--- config.mk ---
export PLATFORM = sky130hd
export DESIGN_NAME = dmac_arbiter_flat
export DESIGN_NICKNAME = d
export VERILOG_FILES = /design/src/rtl/dmac_arb_pkg.sv /design/src/rtl/dmac_arbiter_if.sv /design/src/rtl/dmac_arbiter_rr_pick.sv /design/src/rtl/dmac_arbiter.sv /design/src/flat_wrapper.sv
export SDC_FILE = /design/constraint.sdc
export NUM_CORES = 1
export LEC_CHECK = 0
export BUFFER_PORTS_ARGS = -buffer_cell sky130_fd_sc_hd__buf_2
export CAP_MARGIN = 10
export CORE_MARGIN = 2
export CORE_UTILIZATION = 45
export CTS_CLUSTER_DIAMETER = 60
export DETAILED_ROUTE_END_ITERATION = 8
export PLACE_DENSITY = 0.77
export SLEW_MARGIN = 0
export SYNTH_ARGS = -nofsm -noshare
export SYNTH_HDL_FRONTEND = slang
export SYNTH_SLANG_ARGS = --single-unit
--- constraint.sdc ---
create_clock -name clk -period 2.8 [get_ports clk]
set_input_delay 0.28 -clock clk [delete_from_list [all_inputs] [get_ports clk]]
set_output_delay 0.28 -clock clk [all_outputs]
set_load 0.01 [all_outputs]
--- src/rtl/dmac_arb_pkg.sv ---
// dmac_arb_pkg: shared types and constants for the dmac_arbiter slice.
// Lock keys are only consumed when DMAC_ARB_LOCK_EN is defined.
package dmac_arb_pkg;

  typedef enum logic [1:0] {
    ST_IDLE    = 2'd0,
    ST_START   = 2'd1,
    ST_BUSY    = 2'd2,
    ST_RELEASE = 2'd3
  } arb_state_e;

  localparam logic [6:0] ARB_KEY_A   = 7'b0110101;  // phases 0..3
  localparam logic [6:0] ARB_KEY_B   = 7'b1011100;  // phases 4..7
  localparam int         ARB_TIMEOUT = 15;          // default BUSY hold limit
  localparam int         ARB_NREQ    = 4;           // default requester count

endpackage

--- src/rtl/dmac_arbiter_if.sv ---
// dmac_arbiter_if: requester/dmac handshake bundle around the arbiter.
// master = arbiter side, slave = requesters plus dmac side.
// keyinput exists only when DMAC_ARB_LOCK_EN is defined.
interface dmac_arbiter_if
  import dmac_arb_pkg::*;
#(
  parameter int NREQ = ARB_NREQ
) ();
  localparam int OW = (NREQ > 1) ? $clog2(NREQ) : 1;

  logic [NREQ-1:0] req;
  logic            done;
  logic [NREQ-1:0] gnt;
  logic [OW-1:0]   owner;
  logic            start;
  logic            timeout_err;
`ifdef DMAC_ARB_LOCK_EN
  logic [6:0]      keyinput;
`endif

  modport master (
`ifdef DMAC_ARB_LOCK_EN
    input  keyinput,
`endif
    input  req, done,
    output gnt, owner, start, timeout_err
  );

  modport slave (
`ifdef DMAC_ARB_LOCK_EN
    output keyinput,
`endif
    output req, done,
    input  gnt, owner, start, timeout_err
  );
endinterface

--- src/rtl/dmac_arbiter_rr_pick.sv ---
// rr_pick: combinational round-robin selector. Searches last+1, last+2, ...
// modulo NREQ and returns the first requesting index, so the previous
// owner is always considered last.
module rr_pick
  import dmac_arb_pkg::*;
#(
  parameter int NREQ = ARB_NREQ,
  parameter int W    = 2
) (
  input  logic [NREQ-1:0] req,
  input  logic [W-1:0]    last,
  output logic            valid,
  output logic [W-1:0]    idx
);

  // Walk offsets from farthest to nearest so the nearest hit wins.
  always_comb begin
    valid = 1'b0;
    idx   = '0;
    for (int i = NREQ; i >= 1; i--) begin
      if (req[(int'(last) + i) % NREQ]) begin
        valid = 1'b1;
        idx   = W'((int'(last) + i) % NREQ);
      end
    end
  end

endmodule

--- src/rtl/dmac_arbiter.sv ---
// dmac_arbiter: round-robin arbiter/sequencer in front of one dmac channel.
// IDLE -> START (one-cycle start pulse) -> BUSY (until done, withdraw or
// timeout) -> RELEASE -> IDLE. All outputs are registered.
// Optional phase-keyed lock: define DMAC_ARB_LOCK_EN.
module dmac_arbiter
  import dmac_arb_pkg::*;
#(
  parameter int NREQ    = ARB_NREQ,
  parameter int TIMEOUT = ARB_TIMEOUT
) (
  input  logic           clk,
  input  logic           rst,   // asynchronous, active low
  dmac_arbiter_if.master bus
);

  localparam int         W   = (NREQ > 1) ? $clog2(NREQ) : 1;
  localparam logic [3:0] TMO = 4'(TIMEOUT);

  arb_state_e      state_q, state_d;
  logic [NREQ-1:0] gnt_q, gnt_d;
  logic [W-1:0]    owner_q, owner_d;
  logic [W-1:0]    last_q, last_d;
  logic [3:0]      timer_q, timer_d;
  logic            start_q, start_d;
  logic            terr_q, terr_d;
  logic            pick_valid;
  logic [W-1:0]    pick_idx;
  logic [3:0]      timer_inc;
  logic            timeout_hit;
  logic            key_ok;

  rr_pick #(.NREQ(NREQ), .W(W)) u_pick (
    .req   (bus.req),
    .last  (last_q),
    .valid (pick_valid),
    .idx   (pick_idx)
  );

  // Saturating BUSY cycle count as it will be after this edge.
  assign timer_inc = (timer_q == 4'hF) ? 4'hF : timer_q + 4'd1;

`ifdef DMAC_ARB_LOCK_EN
  logic [2:0] phase_q;

  // Free-running phase counter selecting which key is expected.
  always_ff @(posedge clk or negedge rst) begin
    if (!rst) phase_q <= 3'd0;
    else      phase_q <= phase_q + 3'd1;
  end

  assign key_ok = (bus.keyinput == (phase_q[2] ? ARB_KEY_B : ARB_KEY_A));
`else
  assign key_ok = 1'b1;
`endif

  // State and registered outputs; reset drops the grant with no RELEASE.
  always_ff @(posedge clk or negedge rst) begin
    if (!rst) begin
      state_q <= ST_IDLE;
      gnt_q   <= '0;
      owner_q <= '0;
      last_q  <= W'(NREQ - 1);
      timer_q <= 4'd0;
      start_q <= 1'b0;
      terr_q  <= 1'b0;
    end else begin
      state_q <= state_d;
      gnt_q   <= gnt_d;
      owner_q <= owner_d;
      last_q  <= last_d;
      timer_q <= timer_d;
      start_q <= start_d;
      terr_q  <= terr_d;
    end
  end

  // Next state: done beats withdraw beats timeout; a bad key forces RELEASE.
  always_comb begin
    state_d     = state_q;
    timeout_hit = 1'b0;
    case (state_q)
      ST_IDLE:    if (pick_valid) state_d = ST_START;
      ST_START:   state_d = ST_BUSY;
      ST_BUSY: begin
        if (bus.done || !bus.req[owner_q]) begin
          state_d = ST_RELEASE;
        end else if (timer_inc == TMO) begin
          state_d     = ST_RELEASE;
          timeout_hit = 1'b1;
        end
      end
      default:    state_d = ST_IDLE;
    endcase
    if (!key_ok) state_d = ST_RELEASE;
  end

  // Output/datapath next values, keyed off the state being entered.
  always_comb begin
    owner_d = owner_q;
    last_d  = last_q;
    timer_d = timer_q;
    gnt_d   = '0;
    start_d = 1'b0;
    terr_d  = timeout_hit;
    case (state_q)
      ST_IDLE:    if (pick_valid) owner_d = pick_idx;
      ST_START:   timer_d = 4'd0;
      ST_BUSY:    timer_d = timer_inc;
      default:    last_d  = owner_q;
    endcase
    if (state_d == ST_START || state_d == ST_BUSY) gnt_d[owner_d] = 1'b1;
    if (state_d == ST_START) start_d = 1'b1;
  end

  assign bus.gnt         = gnt_q;
  assign bus.owner       = owner_q;
  assign bus.start       = start_q;
  assign bus.timeout_err = terr_q;

endmodule
--- src/flat_wrapper.sv ---
// flat-port wrapper written by rule: the top's interface ports become plain ports
module dmac_arbiter_flat import dmac_arb_pkg::*;
#(
  parameter int NREQ    = ARB_NREQ,
  parameter int TIMEOUT = ARB_TIMEOUT
)
  (clk, rst, bus_req, bus_done, bus_gnt, bus_owner, bus_start, bus_timeout_err);
  dmac_arbiter_if #(.NREQ(NREQ)) bus_i ();
  input  logic clk;
  input  logic rst;
  input wire logic [$bits(bus_i.req)-1:0] bus_req;
  input wire logic [$bits(bus_i.done)-1:0] bus_done;
  output wire logic [$bits(bus_i.gnt)-1:0] bus_gnt;
  output wire logic [$bits(bus_i.owner)-1:0] bus_owner;
  output wire logic [$bits(bus_i.start)-1:0] bus_start;
  output wire logic [$bits(bus_i.timeout_err)-1:0] bus_timeout_err;
  assign bus_i.req = bus_req;
  assign bus_i.done = bus_done;
  assign bus_gnt = bus_i.gnt;
  assign bus_owner = bus_i.owner;
  assign bus_start = bus_i.start;
  assign bus_timeout_err = bus_i.timeout_err;
  dmac_arbiter #(.NREQ(NREQ), .TIMEOUT(TIMEOUT)) u_core (.clk(clk), .rst(rst), .bus(bus_i));
endmodule
After elaboration in Yosys (flattened, before gate mapping). Index checks and enable logic that the tools add are counted.

Bitwise gates (word level): 4. $add $sub $neg: 5. Mux-type cells: 37. Magnitude comparators: 7. Reductions and logical operators: 11. Equal/unequal tests: 6.

Operator list (count): 1-bit 2-to-1 mux (18); 2-bit 2-to-1 mux (9); 3-bit by 4-bit less-than comparator with 1-bit output (second input constant) (4); 1-bit binary-select mux with 2-bit select (5); 4-bit == test (second input constant) (2); 4-bit 2-to-1 mux (2); 4-bit case mux with 2 select lines (1); 2-bit OR reduction (4); 2-bit by 3-bit less-than comparator with 1-bit output (second input constant) (2); 2-bit case mux with 3 select lines (1); 2-bit by 1-bit adder with 2-bit output (second input constant) (2); 2-bit adder (second input constant) (2); 4-bit by 1-bit adder with 4-bit output (second input constant) (1); 1-bit AND (first input constant) (4); 2-bit by 1-bit == test with 1-bit output (second input constant) (2); 2-bit == test (second input constant) (2); 3-bit OR reduction (1); 1-bit demux with 2-bit select (1); 2-bit by 1-bit greater-or-equal comparator with 1-bit output (second input constant) (1); 2-bit zero test (1); 1-bit logical OR (2); 2-bit nonzero test (1); 1-bit logical AND (1); 1-bit zero test (1).

Logic and storage cells: 77. Input bits: 7. Register bits: 16. Output and inout port bits: 8.

Logic depth before layout (Yosys ltp). Gate-level depths: netlist of run 1.

Depth in word-level cells: 17. Gate-level depth with buffers: 7. Mapped depth without buffers: 7.

Hierarchy. A second synthesis of run 1 with hierarchy kept.

Cell total of the unflattened synthesis: 80. Area total of the unflattened synthesis: 860.8 µm².

By module, submodules not included: dmac_arbiter (times used 1, sequential area each 402.9 µm², cells each 66, area an instance 769.5 µm²); rr_pick (times used 1, sequential area each 0.0 µm², cells each 14, area an instance 91.3 µm²).

Worst setup path after synthesis of run 1. Ideal clock, no wire load.

Path kind: register to register. From: register u_core.timer_q[0]. To: register u_core.gnt_q[3] (netlist: u_core.bus.gnt[3]). Cell stages (with the launch flop): 8. Clock period less this slack: 2.137 ns. Buffers on the path: 0. Data required time: 2.733 ns. Setup time: 0.067 ns. Data arrival time: 2.071 ns. Slack: 0.663 ns. Cell sequence: dfrtp_1 > ha_1 > nand2b_1 > maj3_1 > o2111a_1 > nor4_2 > ha_1 > and3b_1.

Cells in the longest elaborated chain, start to end: 9. Elaborated cells on any way between the ends: 11. Classes of those cells: 1 x add/sub; 4 x eq/ne; 5 x mux; 1 x reduce/logical.

RTL lines: from (decl) (RTL line dmac_arbiter.sv:23) `logic [3:0] timer_q, timer_d;`; from (signal assigned) (RTL line dmac_arbiter.sv:71) `timer_q <= timer_d;`; 4-bit by 1-bit adder with 4-bit output or 4-bit == test (tied branches) (RTL line dmac_arbiter.sv:40) `assign timer_inc = (timer_q == 4'hF) ? 4'hF : timer_q + 4'd1;`; 4-bit 2-to-1 mux (*) (RTL line dmac_arbiter.sv:40); 4-bit == test (*) (RTL line dmac_arbiter.sv:87) `end else if (timer_inc == TMO) begin`; 2-bit 2-to-1 mux (*) (RTL line dmac_arbiter.sv:87); 2-bit 2-to-1 mux (*) (RTL line dmac_arbiter.sv:85) `if (bus.done || !bus.req[owner_q]) begin`; 2-bit case mux with 3 select lines (*) (RTL line dmac_arbiter.sv:81) `case (state_q)`; named net u_core.state_d[0] (RTL line dmac_arbiter.sv:19) `arb_state_e state_q, state_d;`; 2-bit by 1-bit == test with 1-bit output or 2-bit == test (tied branches) (RTL line dmac_arbiter.sv:111) `if (state_d == ST_START || state_d == ST_BUSY) gnt_d[owner_d] = 1'b1;`; 1-bit logical OR (*) (RTL line dmac_arbiter.sv:111); 4-bit 2-to-1 mux (*) (RTL line dmac_arbiter.sv:111); named net u_core.gnt_d[3] (RTL line dmac_arbiter.sv:20) `logic [NREQ-1:0] gnt_q, gnt_d;`; to (signal assigned) (RTL line dmac_arbiter.sv:68) `gnt_q <= gnt_d;`; to (decl) (RTL line dmac_arbiter.sv:20).

Mark *: on every way through the listed nets, which the timed path passes. The rest lies on a longest branch. A chain may end at the register's enable or synchronous reset.

Worst setup path in the final report of run 1.
From: register u_core.timer_q[0]. To: register u_core.gnt_q[2] (netlist: u_core.bus.gnt[2]).

The elaborated chain is that of the path after synthesis.

==> flow_results.org, run 1 <==
** Logic synthesis
- Xor-xnor portion of the synthesized cell area :: 0%
- The largest total area in the synthesized netlist belongs to dfrtp_1.
- Post-Syn Area :: between 800 and 900 um2
- Count of different cell masters after synthesis :: 35
- Post-Synth Adder-Cell Area :: between 8 and 9%
- By area, the combinational part of the netlist is dominated by compound AO/OA/AOI/OAI gates.
- Number of flip-flops and latches in the synthesized netlist :: 16
- Of the total synthesized cell area, the portion taken by AND, OR, NAND and NOR gates is 16.20%.
- Mux cell area share after synthesis :: 6.480%
- Number of instances in the synthesized netlist :: 75
- Proportion of netlist area held by the largest area contributor :: roughly 41%
- Yosys printed 0 warnings.
- By area the synthesized netlist is led by dfrtp_1, ha_1, dfstp_2, inv_1, mux2_2.
- Compound-gate portion of the synthesized area :: between 10% and 20%
- Sequential share of the synthesized area :: a little under half
- Syn Area/Cell :: 11.33 um2
- Synthesis produced a netlist with a net count of just under 90.

** Power
- Net switching fraction of the power :: just under 40%
- In this run, the clock network consumes between 10% and 20% of the power.
- Fraction of power consumed by combinational cells :: between 40% and 50%
- Registers are responsible for 36.9% of the overall power.
- Total chip power :: 1.059 mW
- IR analysis of the VDD net gives a maximum drop of 0.0005694 V.
- Internal portion of total power :: 0.6470 mW
- Dividing total power by cell area gives a power density of roughly 1100 nW/um2.
- The analysis attributes to cell leakage a power of 0.4489 nW.
- In this run the power spent charging and discharging nets is between 0.4 and 0.5 mW.

** Global route
- Entering global routing, the biggest net connects 17 pins.
- Combined global-route utilization of all metal layers :: 16.12%
- Number of antenna violations at the first check in global routing :: 0
- The first global-routing pass estimated between 2000 and 2500 um of wire.
- Vias in the first global route :: between 500 and 600
- The total overflow left after global routing is 0.

** Routing
- In the final routed layout, each cell accounts on average for ~12 um.
- For this block, the routed nets add up to 1463 um of wire.
- For this block, the initial DRC count from the detailed router was 10.
- In the routed design, unresolved DRC markers number 0.
- Vias after detailed routing :: between 600 and 700
- After detailed routing, the number of vias per cell comes to between 5 and 6.
- The first detailed-routing pass ran for 4 iterations.
- Antenna viol nets, final :: 0

** Finish
- 0 antenna diodes ended up in the layout.
- Registers take just over 400 um2.
- Counting the fill cells in the layout gives around 140.
- At the end of the flow, the number of nets in the layout was 107.
- Multi-input combinational cell area :: 416.7 um2
- The post-route netlist has about 30% of its cells at a drive strength greater than 1.
- From synthesis to final layout, the design area changed by 17.38%.
- Cells fill between 50% and 60% of the core in the end.
- Final cell area excluding filler cells :: around 1000 um2

** Die
- Number of top-level pins :: 15
- Vertical die dimension :: 47.45 um
- Chip width :: 47.45 um
- After floorplanning, the core was sized to cover about 1700 um2.
- In this run the core area contains 15 standard-cell rows.
- Initial Util :: about half
- Overall die area :: 2252 um2

** Job
- Across the run, the number of max-cap violations was 0.

** Timing
- Headroom to the max-slew limit :: about 69%
- Max frequency :: around 430 MHz
- Final-layout worst hold slack :: between 0.2 and 0.3 ns
- In the final timing run, aggregate negative setup slack is 0 ns.
- The final critical path takes up a little over four fifths of the cycle.
- Subtracting the final worst setup slack from the clock period gives around 2.3 ns.
- Setup repair after global routing left no endpoint under its margin.
- Setup clock skew after layout :: approximately 0.011 ns
- Setup violations remaining at the end of the flow were counted as 0.
- Slew @ Worst Pin :: roughly 0.46 ns
- Final hold violations :: 0
- The final max-slew violation count was 0.

** Placed design
- Dpl hpwl :: roughly 1100 um
- During placement, the flow inserted port buffers numbering 14.
- Post-DP Area :: around 950 um2
- Global placer's final weighted congestion :: between 0.7 and 0.8

** Critical path
- Type of element capturing the critical path :: register
- The endpoint identified for the worst register-to-register timing path is u_core.bus.gnt[2].
- Data on the critical path is required at its endpoint by about 3 ns.
- CP startpoint kind :: register
- Slack of the worst reg-to-reg path :: 0.46 ns
- The worst register-to-register path begins at u_core.timer_q[0].
- The critical path is of the register to register type.
- Of all nets on the critical path, the largest fanout is 4.
- Length in cells of the worst reg-to-reg path :: 7
- Data arrival time of the critical path :: ~2.5 ns

** Clocking
- TritonCTS built the clock tree.
- Counting the buffers created by CTS gives 3.
- CTS Root Cell :: clkbuf_4
- CTS H-tree depth :: 1
- Clock tree synthesis found a total of 16 sinks.
- Clock-pin transition on the worst setup and hold timing paths :: around 0.10 ns
- Clock Tree Buf Depth :: 2
- The clock reaches the later pin of the worst-skew pair after 0.29 ns.
- Gates resized, CTS repair :: 0

** Hold path
- Endpoint of the worst hold-timing path :: u_core.bus.timeout_err
- Cells on Worst Hold Path :: 4
- The worst hold path begins at bus_done.
- Path category of the worst min-delay check :: primary input to register

** Run status
- The flow ran to the end, and the final reports show no timing, DRC or antenna violations.
==> cell usage after synthesis <==
| cell | count |
|---|---|
| and3b_1 | 1 |
| nor2b_4 | 1 |
| or3b_1 | 1 |
| o41a_1 | 1 |
| o41ai_1 | 1 |
| mux2_2 | 2 |
| a2bb2oi_1 | 1 |
| nor2_1 | 3 |
| o211ai_1 | 3 |
| dfstp_2 | 2 |
| o21ai_2 | 1 |
| o21a_1 | 1 |
| nor3_1 | 3 |
| o21bai_1 | 1 |
| a22oi_1 | 1 |
| nor4_2 | 1 |
| nor3b_2 | 1 |
| mux2i_1 | 1 |
| nand2_1 | 3 |
| nor2b_1 | 1 |
| o31ai_1 | 1 |
| nor3b_1 | 1 |
| a31oi_2 | 1 |
| o2111a_1 | 1 |
| nand2b_1 | 2 |
| nand3_1 | 2 |
| a21oi_1 | 3 |
| mux4_2 | 1 |
| inv_1 | 8 |
| nand3b_1 | 1 |
| maj3_1 | 1 |
| a21boi_0 | 1 |
| ha_1 | 5 |
| dfrtp_1 | 14 |
| o21ai_0 | 3 |
==> final cells by class <==
cell class	count	area share, %
sequential	16	40.40
clock buffer	4	3.639
tap	25	3.137
timing repair buffer	15	8.030
inverter	8	3.011
multi-input combinational	51	41.78
==> cells by family after synthesis <==
logic type | count (synthesis)
AO/OA/AOI/OAI | 20
adder cells (fa/ha/maj) | 6
buffers and inverters | 8
flip-flops | 16
multiplexers | 4
AND/OR/NAND/NOR | 21
==> registers in the layout (all words and copies together) (netlist names) <==
| signal | cells |
|---|---|
| u_core.bus.start | 1 |
| u_core.last_q | 2 |
| u_core.state_q | 2 |
| u_core.bus.gnt | 4 |
| u_core.timer_q | 4 |
| u_core.bus.owner | 2 |
| u_core.bus.timeout_err | 1 |
==> power groups by stage <==
stage	registers, mW	logic, mW	clock network [mW]
floorplan	0.396	0.391	0
global placement	0.391	0.513	0
detailed placement	0.394	0.525	0
CTS	0.390	0.527	0.154
global route	0.404	0.583	0.160
finish	0.391	0.519	0.150
==> layout by cell type, fill, tap and decap left out, types with 2 or more instances in the layout <==
master and instances:
buf_2 14, dfrtp_1 14, inv_1 8, ha_1 5, o211ai_1 3, nand2_1 3, nor2_1 3, nor3_1 3
o21ai_0 3, a21oi_1 3, clkbuf_4 3, nand3_1 2, nand2b_1 2, mux2_2 2, dfstp_2 2
==> stage by stage <==
stage / cells / setup slack, ns
floorplan: 75 / 0.6626
global placement: 114 / 0.5576
detailed placement: 114 / 0.4483
global route: 119 / 0.2911
CTS: 119 / 0.4277
finish: 119 / 0.4564
==> worst max path at each step <==
stage,from,to,slack [ns],cells past startpoint
finish,u_core.timer_q[0],u_core.bus.gnt[2],0.46,7
global route,u_core.timer_q[0],u_core.bus.gnt[2],0.29,7
CTS,u_core.timer_q[0],u_core.bus.gnt[2],0.43,7
detailed placement,u_core.timer_q[0],u_core.bus.gnt[2],0.45,7
global placement,u_core.timer_q[0],u_core.bus.gnt[2],0.56,7
floorplan,u_core.timer_q[0],u_core.bus.gnt[3],0.66,7
==> metal layers <==
layer  up-vias  track usage [%]  routed length (um)
li1        313                -                   -
met1       281            22.03                 756
met2        13            24.05                 643
met3         2            3.774                  51
met4         0            8.333                  10
met5         -                0                   0
==> what timing repair did <==
action / 4_1_cts / 5_1_grt
hold endpoints to repair: 14 / 0
endpoints found under the setup margin: 0 / 0
buffers inserted: 0 / 0
hold buffers: 1 / 0
==> worst max-delay path: stages (launching register included) <==
cell and delay, ns:
dfrtp_1 0.41, ha_1 0.31, nand2b_1 0.06, maj3_1 0.37, o2111a_1 0.25, nor4_2 0.26, ha_1 0.32, nor3b_1 0.26
Power figures use the tool's default switching activity.
==> run 2: changes to the inputs <==
--- a/config.mk
+++ b/config.mk
@@ -5,13 +5,14 @@
 export SDC_FILE = /design/constraint.sdc
 export NUM_CORES = 1
 export LEC_CHECK = 0
+export ABC_AREA = 1
 export BUFFER_PORTS_ARGS = -buffer_cell sky130_fd_sc_hd__buf_2
 export CAP_MARGIN = 10
 export CORE_MARGIN = 2
 export CORE_UTILIZATION = 45
 export CTS_CLUSTER_DIAMETER = 60
 export DETAILED_ROUTE_END_ITERATION = 8
-export PLACE_DENSITY = 0.77
+export PLACE_DENSITY = 0.76
 export SLEW_MARGIN = 0
 export SYNTH_ARGS = -nofsm -noshare
 export SYNTH_HDL_FRONTEND = slang
==> constraint.sdc (replaced) <==
create_clock -name clk -period 2.2 [get_ports clk]
set_input_delay 0.22 -clock clk [delete_from_list [all_inputs] [get_ports clk]]
set_output_delay 0.22 -clock clk [all_outputs]
set_load 0.01 [all_outputs]
==> flow_results.org, run 2 <==
** Finish
- The area of the multi-input gates is 559.3 um2 (was 416.7 um2).
- Share of cells above drive strength 1 :: 39.60% (was 29.79%)
- Leading cell types in the layout, fill and taps excluded: nand2_1, nand2_2, buf_2, dfrtp_1, inv_1 (was buf_2, dfrtp_1, inv_1, ha_1).
- # fillers :: 210 (was 142)
- The area taken by flip-flops and latches came to 402.9 um2 (unchanged).
- Layout-stage area growth over the synthesis result :: 18.16% (was 17.38%)
- Most common library cell in the layout ignoring fill and taps :: nand2_1
- The final-stage net count came to 162 (was 107).
- Final antenna diode count :: 0 (unchanged)

** Logic synthesis
- Cell with the most instances after synthesis :: nand2_1 (was dfrtp_1)
- The average size of a mapped cell is 8.074 um2 (was 11.33 um2).
- The unique cell type count in the Yosys netlist came to 22 (was 35).
- Main synth FF type :: dfrtp_1 (unchanged)
- Yosys warning total :: 0 (unchanged)
- Top post-synthesis cells by area :: dfrtp_1, nand2_1, nand2_2, ha_1, dfstp_2 (was dfrtp_1, ha_1, dfstp_2, inv_1, mux2_2)
- Top post-synthesis cells by count: nand2_1, nand2_2, dfrtp_1 (was dfrtp_1, inv_1, ha_1).
- The cell count after synthesis came to 128 (was 75).
- Proportion of netlist area held by the largest area contributor :: 33.90% (was 41.24%)
- Number of flip-flops and latches in the synthesized netlist :: 16 (unchanged)
- Cell type with the largest total area after synthesis :: dfrtp_1 (unchanged)
- Async S/R FF share, synth :: 100.0% (unchanged)
- Sequential share of the synthesized area :: 38.98% (was 47.42%)
- Syn nets :: 140 (was 87)
- Count of flip-flops with a built-in enable after synthesis :: 0 (unchanged)
- Post-Syn Area :: 1033 um2 (was 849.6 um2)

** Timing
- The minimum period implied by the final worst setup slack was 2.071 ns (was 2.344 ns).
- Unrepaired setup endpoints after global routing :: no (unchanged)
- Total negative setup slack :: 0 ns (unchanged)
- The number of setup violations in the final report came to 0 (unchanged).
- The setup skew after layout was 0.001877 ns (was 0.01115 ns).
- The top achievable clock speed came to 482.8 MHz (was 426.7 MHz).
- The transition time at the pin with the least slew margin was 0.3467 ns (was 0.4588 ns).
- The final hold violation count was 0 (unchanged).
- Headroom to the max-slew limit :: 76.88% (was 69.01%)
- Final-layout worst hold slack :: 0.1715 ns (was 0.2504 ns)
- The final max-slew violation count came to 0 (unchanged).
- Final period util :: 94.15% (was 83.70%)

** Clocking
- The maximum root-to-sink buffer count is 2 (unchanged).
- The maximum level of the CTS H-tree came to 1 (unchanged).
- CTS Buf Count :: 3 (unchanged)
- Clock-pin transition on the worst setup and hold timing paths :: 0.09 ns (was 0.10 ns)
- Later-pin clock latency in the skew report :: 0.28 ns (was 0.29 ns)
- Number of sinks handled by clock tree synthesis :: 16 (unchanged)
- The cell at the root of the clock tree was clkbuf_4 (unchanged).
- The TritonCTS clock tree is built (unchanged).

** Global route
- Wire length of the first global-routing pass :: 3256 um (was 2421 um)
- Combined global-route utilization of all metal layers :: 16.42% (was 16.12%)
- Grt ovf :: 0 (unchanged)
- The largest net degree at the start of global routing is 17 (unchanged).
- Number of antenna violations at the first check in global routing :: 0 (unchanged)
- Vias in the first global route :: 823 (was 565)

** Power
- The internal power of the cells was 0.9306 mW (was 0.6470 mW).
- P_leak :: 0.6590 nW (was 0.4489 nW)
- The switching power came to 0.8993 mW (was 0.4122 mW).
- Total power divided by cell area :: 1498 nW/um2 (was 1062 nW/um2)
- The part of the total power dissipated in sequential elements came to 27.6% (was 36.9%).
- Net switching fraction of the power :: 49.14% (was 38.92%)
- The part of the total power dissipated in combinational logic was 62.0% (was 49.0%).
- The proportion of power drawn by the clock network came to 10.4% (was 14.1%).
- Worst-case vdd ir drop :: 0.0008070 V (was 0.0005694 V)

** Critical path
- Worst reg2reg startpoint :: u_core.last_q[0] (was u_core.timer_q[0])
- The sum of buffers and inverters on the critical path is 3 (was 0).
- Critical path's largest stage delay :: 0.66 ns (was 0.41 ns)
- Cell repeated most along the worst path :: inv_2 (was ha_1)
- Critical path origin :: u_core.last_q[0] (was u_core.timer_q[0])
- The slowest stage cell on the critical path is dfstp_2 (was dfrtp_1).
- The register-to-register setup slack is 0.13 ns (was 0.46 ns).
- The launching element type of the critical path is a register (unchanged).
- Crit path required time :: 2.42 ns (was 2.99 ns)
- Crit path max fanout :: 7 (was 4)
- The endpoint kind of the worst setup timing path is a register (unchanged).
- The worst reg2reg path endpoint is u_core.bus.gnt[2] (unchanged).
- Cell-by-cell trace of the critical path: inv_8, nand2_4, nand4_1, o21ai_4, inv_2, o22ai_2, a21oi_2, ha_1, inv_2, nand3_2, nor2_2 (was ha_1, nand2b_1, maj3_1, o2111a_1, nor4_2, ha_1, nor3b_1).
- Data arrival time of the critical path :: 2.29 ns (was 2.54 ns)
- The cell depth of the worst setup path was 11 (was 7).
- The type of the worst setup path is register to register (unchanged).
- Length in cells of the worst reg-to-reg path :: 11 (was 7)
- Crit path to :: u_core.bus.gnt[2] (unchanged)
- Worst path top cell family by delay :: flip-flops (was adder cells)

** Routing
- The via-per-instance ratio is 5.023 (was 5.118).
- Antenna viol nets, final :: 0 (unchanged)
- Routed length per placed instance :: 11.91 um (was 12.29 um)
- The vias after detailed routing was 889 (was 609).
- Post-Route WL :: 2108 um (was 1463 um)
- DRC :: 0 (unchanged)
- 1st-pass router iterations :: 4 (unchanged)
- The number of design-rule violations left by the first detailed-router iteration was 13 (was 10).

** Die
- Core area :: 2191 um2 (was 1745 um2)
- The initial standard-cell utilization of the core came to 47.17% (was 48.67%).
- Row cnt :: 17 (was 15)
- Chip width :: 51.93 um (was 47.45 um)
- The die footprint was 2696 um2 (was 2252 um2).
- Vertical die dimension :: 51.93 um (was 47.45 um)
- The top-level I/O count is 15 (unchanged).

** Run status
- Outcome: finished clean (unchanged).

** Placed design
- Global placer's final weighted congestion :: 0.8297 (was 0.7826)
- Quantity of I/O buffers inserted on ports :: 14 (unchanged)
- Dpl hpwl :: 1668 um (was 1144 um)

** Hold path
- Path category of the worst min-delay check :: primary input to register (unchanged)

** Job
- Max-capacitance violation count :: 0 (unchanged)
[run 2: power by group through the flow]
stage | clock, mW | sequential, mW | combinational [mW]
finish | 0.190 | 0.505 | 1.13
floorplan | 0 | 0.491 | 0.814
detailed placement | 0 | 0.522 | 1.00
global placement | 0 | 0.517 | 0.956
global route | 0.204 | 0.518 | 1.26
CTS | 0.196 | 0.516 | 1.01
[run 2: cells by family (layout without fill, tap and decap cells)]
| kind of cell | after synthesis | count (layout) | synth area share (%) |
|---|---|---|---|
| adder cells (fa/ha/maj) | 5 | 5 | 6.053 |
| AND/OR/NAND/NOR | 73 | 73 | 36.44 |
| buffers and inverters | 18 | 39 | 9.322 |
| AO/OA/AOI/OAI | 16 | 16 | 9.201 |
| flip-flops | 16 | 16 | 38.98 |
[run 2: metal layers]
metal	up-vias	share of wire [%]	global-route usage, %
li1	451	-	-
met1	425	39	17.40
met2	9	57	31.01
met3	4	2.0	1.724
met4	0	1.8	9.211
met5	-	0	0
[run 2: worst reg2reg max path, cell delays in order (launching register included)]
cell and delay, ns:
dfstp_2 0.66, inv_8 0.07, nand2_4 0.07, nand4_1 0.15
o21ai_4 0.22, inv_2 0.08, o22ai_2 0.11, a21oi_2 0.08
ha_1 0.30, inv_2 0.07, nand3_2 0.09, nor2_2 0.11
[run 2: cell type report]
| cell class | instances | area share (%) |
|---|---|---|
| timing repair buffer | 18 | 8.402 |
| sequential | 16 | 32.99 |
| inverter | 17 | 6.967 |
| clock buffer | 4 | 2.971 |
| tap | 28 | 2.869 |
| multi-input combinational | 94 | 45.80 |
[run 2: how the worst min path moves through the flow]
stage | from | endpoint | slack [ns] | cells after the start
after CTS | bus_done | u_core.bus.timeout_err | 0.16 | 4
after global placement | rst | u_core.bus.gnt[1] | 0.15 | 1
after global routing | bus_done | u_core.bus.timeout_err | 0.18 | 4
final | bus_done | u_core.bus.timeout_err | 0.17 | 4
after detailed placement | rst | u_core.bus.gnt[2] | 0.14 | 1
after floorplan | rst | u_core.bus.gnt[0] | -0.08 | 0
[run 2: repair_timing]
item	CTS	global route
hold buffers	1	0
hold endpoints to repair	14	0
setup endpoints to repair	0	4
resized for setup	0	7
setup buffers	0	3
[run 2: metrics by stage]
step / area, um2 / total power [mW] / worst slack, ns / util (%) / instances
6_report: 1221 / 1.830 / 0.1287 / 55.74 / 177
5_1_grt: 1221 / 1.983 / 0.01471 / 55.74 / 177
4_1_cts: 1174 / 1.720 / 0.07509 / 53.57 / 174
3_5_place_dp: 1127 / 1.523 / 0.1019 / 51.46 / 169
3_3_place_gp: 1127 / 1.473 / 0.1890 / 51.46 / 169
2_1_floorplan: 1033 / 1.305 / 0.3152 / - / 128
==> run 3: changes to the inputs <==
--- a/config.mk
+++ b/config.mk
@@ -10,6 +10,7 @@
 export CAP_MARGIN = 10
 export CORE_MARGIN = 2
 export CORE_UTILIZATION = 45
+export CTS_BUF_LIST = sky130_fd_sc_hd__clkbuf_8
 export CTS_CLUSTER_DIAMETER = 60
 export DETAILED_ROUTE_END_ITERATION = 8
 export PLACE_DENSITY = 0.76
==> flow_results.org, run 3 (same netlist as run 2, synthesis figures left out) <==
** Clocking
- CTS Root Cell :: clkbuf_8 (was clkbuf_4)
- Number of sinks handled by clock tree synthesis :: 16 (unchanged)
- The maximum root-to-sink buffer count was 2 (unchanged).
- CTS Buf Count :: 3 (unchanged)
- The maximum level of the CTS H-tree was 1 (unchanged).
- The clock latency at the later pin of the worst-skew pair is 0.25 ns (was 0.28 ns).
- Clock tree from TritonCTS :: built (unchanged)
- The clock transition at the registers of the reported paths came to 0.06 ns (was 0.09 ns).

** Global route
- Combined global-route utilization of all metal layers :: 16.85% (was 16.42%)
- Vias in the first global route :: 821 (was 823)
- Number of antenna violations at the first check in global routing :: 0 (unchanged)
- Wire length of the first global-routing pass :: 3291 um (was 3256 um)
- The total overflow reported by the global router is 0 (unchanged).
- Pin count of the biggest net entering global routing :: 17 (unchanged)

** Critical path
- The endpoint kind of the worst setup timing path is a register (unchanged).
- The critical path launch point is u_core.last_q[0] (unchanged).
- Crit path max fanout :: 7 (unchanged)
- CP startpoint kind :: register (unchanged)
- Slack of the worst reg-to-reg path :: 0.14 ns (was 0.13 ns)
- Crit path required time :: 2.38 ns (was 2.42 ns)
- Crit path to :: u_core.bus.gnt[2] (unchanged)
- The worst reg2reg path endpoint was u_core.bus.gnt[2] (unchanged).
- Data arrival time of the critical path :: 2.24 ns (was 2.29 ns)
- Length in cells of the worst reg-to-reg path :: 11 (unchanged)
- Startpoint-to-endpoint class of the critical path :: register to register (unchanged)
- The launch instance of the worst register-to-register path is u_core.last_q[0] (unchanged).

** Die
- The top-level I/O count came to 15 (unchanged).
- The standard cell core area was 2191 um2 (unchanged).
- Overall die area :: 2696 um2 (unchanged)
- Row cnt :: 17 (unchanged)
- The initial standard-cell utilization of the core came to 47.17% (unchanged).
- Vertical die dimension :: 51.93 um (unchanged)
- Chip width :: 51.93 um (unchanged)

** Timing
- Post-layout minimum cycle time :: 2.059 ns (was 2.071 ns)
- Final-report setup violation count :: 0 (unchanged)
- The portion of the clock cycle consumed by the worst path in the final layout is 93.58% (was 94.15%).
- The setup slack after layout came to 0.1412 ns (was 0.1287 ns).
- The setup skew after layout was 0.0009218 ns (was 0.001877 ns).
- The final hold violation count came to 0 (unchanged).
- The final hold slack is 0.2144 ns (was 0.1715 ns).
- The post-route setup TNS is 0 ns (unchanged).
- Unrepaired setup endpoints after global routing :: no (unchanged)
- Slew @ Worst Pin :: 0.3447 ns (was 0.3467 ns)
- Count of pins over their slew limit :: 0 (unchanged)
- The top achievable clock speed came to 485.7 MHz (was 482.8 MHz).
- Headroom to the max-slew limit :: 77.02% (was 76.88%)

** Finish
- The area taken by flip-flops and latches is 402.9 um2 (unchanged).
- The share of cells above drive strength 1 came to 39.60% (unchanged).
- The final-stage net count was 162 (unchanged).
- The leading cell type in the layout, fill and taps excluded is nand2_1 (unchanged).
- The count of inserted antenna diode cells came to 0 (unchanged).
- The final-layout fill cell count is 213 (was 210).
- The final core utilization was 56.60% (was 55.74%).
- The area of the multi-input gates came to 559.3 um2 (unchanged).
- Final cell area excluding filler cells :: 1240 um2 (was 1221 um2)
- The relative area change from synthesis to final layout is 19.98% (was 18.16%).
- Leading cell types in the layout, fill and taps excluded :: nand2_1, nand2_2, buf_2, dfrtp_1, inv_1 (unchanged)

** Placed design
- Post-DP Area :: 1127 um2 (unchanged)
- Post-Place Worst Slack :: 0.1019 ns (unchanged)
- The number of port buffers came to 14 (unchanged).
- The final weighted congestion in routability-driven placement came to 0.8297 (unchanged).
- Dpl hpwl :: 1668 um (unchanged)

** Routing
- Antenna viol nets, final :: 0 (unchanged)
- The number of remaining DRC errors came to 0 (unchanged).
- Routed length per placed instance :: 11.94 um (was 11.91 um)
- The wire length after detailed routing is 2113 um (was 2108 um).
- 1st-pass router iterations :: 4 (unchanged)
- Number of DRC markers after the initial detailed-route iteration :: 12 (was 13)
- Vias after detailed routing :: 884 (was 889)
- Avg Vias per Cell :: 4.994 (was 5.023)

** Power
- The areal power density over the cells was 1529 nW/um2 (was 1498 nW/um2).
- Worst-case vdd ir drop :: 0.0008096 V (was 0.0008070 V)
- P_leak :: 0.6668 nW (was 0.6590 nW)

** Hold path
- Path category of the worst min-delay check :: primary input to register (unchanged)

** Job
- Max-capacitance violation count :: 0 (unchanged)

** Run status
- Outcome: finished clean (unchanged).
==> run 3: worst min path at each step <==
| stage | from | endpoint | slack [ns] | cells after the start |
|---|---|---|---|---|
| 2_1_floorplan | rst | u_core.bus.gnt[0] | -0.08 | 0 |
| 3_3_place_gp | rst | u_core.bus.gnt[1] | 0.15 | 1 |
| 3_5_place_dp | rst | u_core.bus.gnt[2] | 0.14 | 1 |
| 4_1_cts | bus_done | u_core.bus.timeout_err | 0.21 | 4 |
| 5_1_grt | bus_done | u_core.bus.timeout_err | 0.22 | 4 |
| 6_report | bus_done | u_core.bus.timeout_err | 0.21 | 4 |
==> run 3: routing by layer <==
metal	track usage [%]	up-vias	wire (um)
li1	-	449	-
met1	17.58	424	814
met2	31.01	7	1223
met3	2.586	4	35
met4	10.53	0	39
met5	0	-	0
==> run 3: cell type report <==
class	count	share of cell area (%)
Clock buffer	4	4.440
Multi-Input combinational cell	94	45.11
Tap cell	28	2.825
Inverter	17	6.862
Sequential cell	16	32.49
Timing Repair Buffer	18	8.274
==> run 3: what timing repair did <==
action / in CTS / in global routing
resized for setup: 0 / 7
setup endpoints to repair: 0 / 4
hold buffers: 1 / 0
hold endpoints to repair: 14 / 0
buffers inserted: 0 / 3
==> run 3: per-stage QoR <==
| step | power [mW] | std cells |
|---|---|---|
| 2_1_floorplan | 1.305 | 128 |
| 3_3_place_gp | 1.473 | 169 |
| 3_5_place_dp | 1.523 | 169 |
| 4_1_cts | 1.787 | 174 |
| 5_1_grt | 2.053 | 177 |
| 6_report | 1.895 | 177 |
==> run 3: power by group <==
group          internal (mW)  leakage, nW  switching, mW
clock                  0.159       0.0288         0.0961
combinational          0.423        0.433          0.710
sequential             0.408        0.205         0.0993
total                  0.990        0.667          0.906
==> run 3: critical path, stage by stage (launching register included) <==
cell	delay, ns
dfstp_2	0.65
inv_8	0.07
nand2_4	0.07
nand4_1	0.15
o21ai_4	0.21
inv_2	0.08
o22ai_2	0.11
a21oi_2	0.08
ha_1	0.30
inv_2	0.07
nand3_2	0.08
nor2_2	0.10
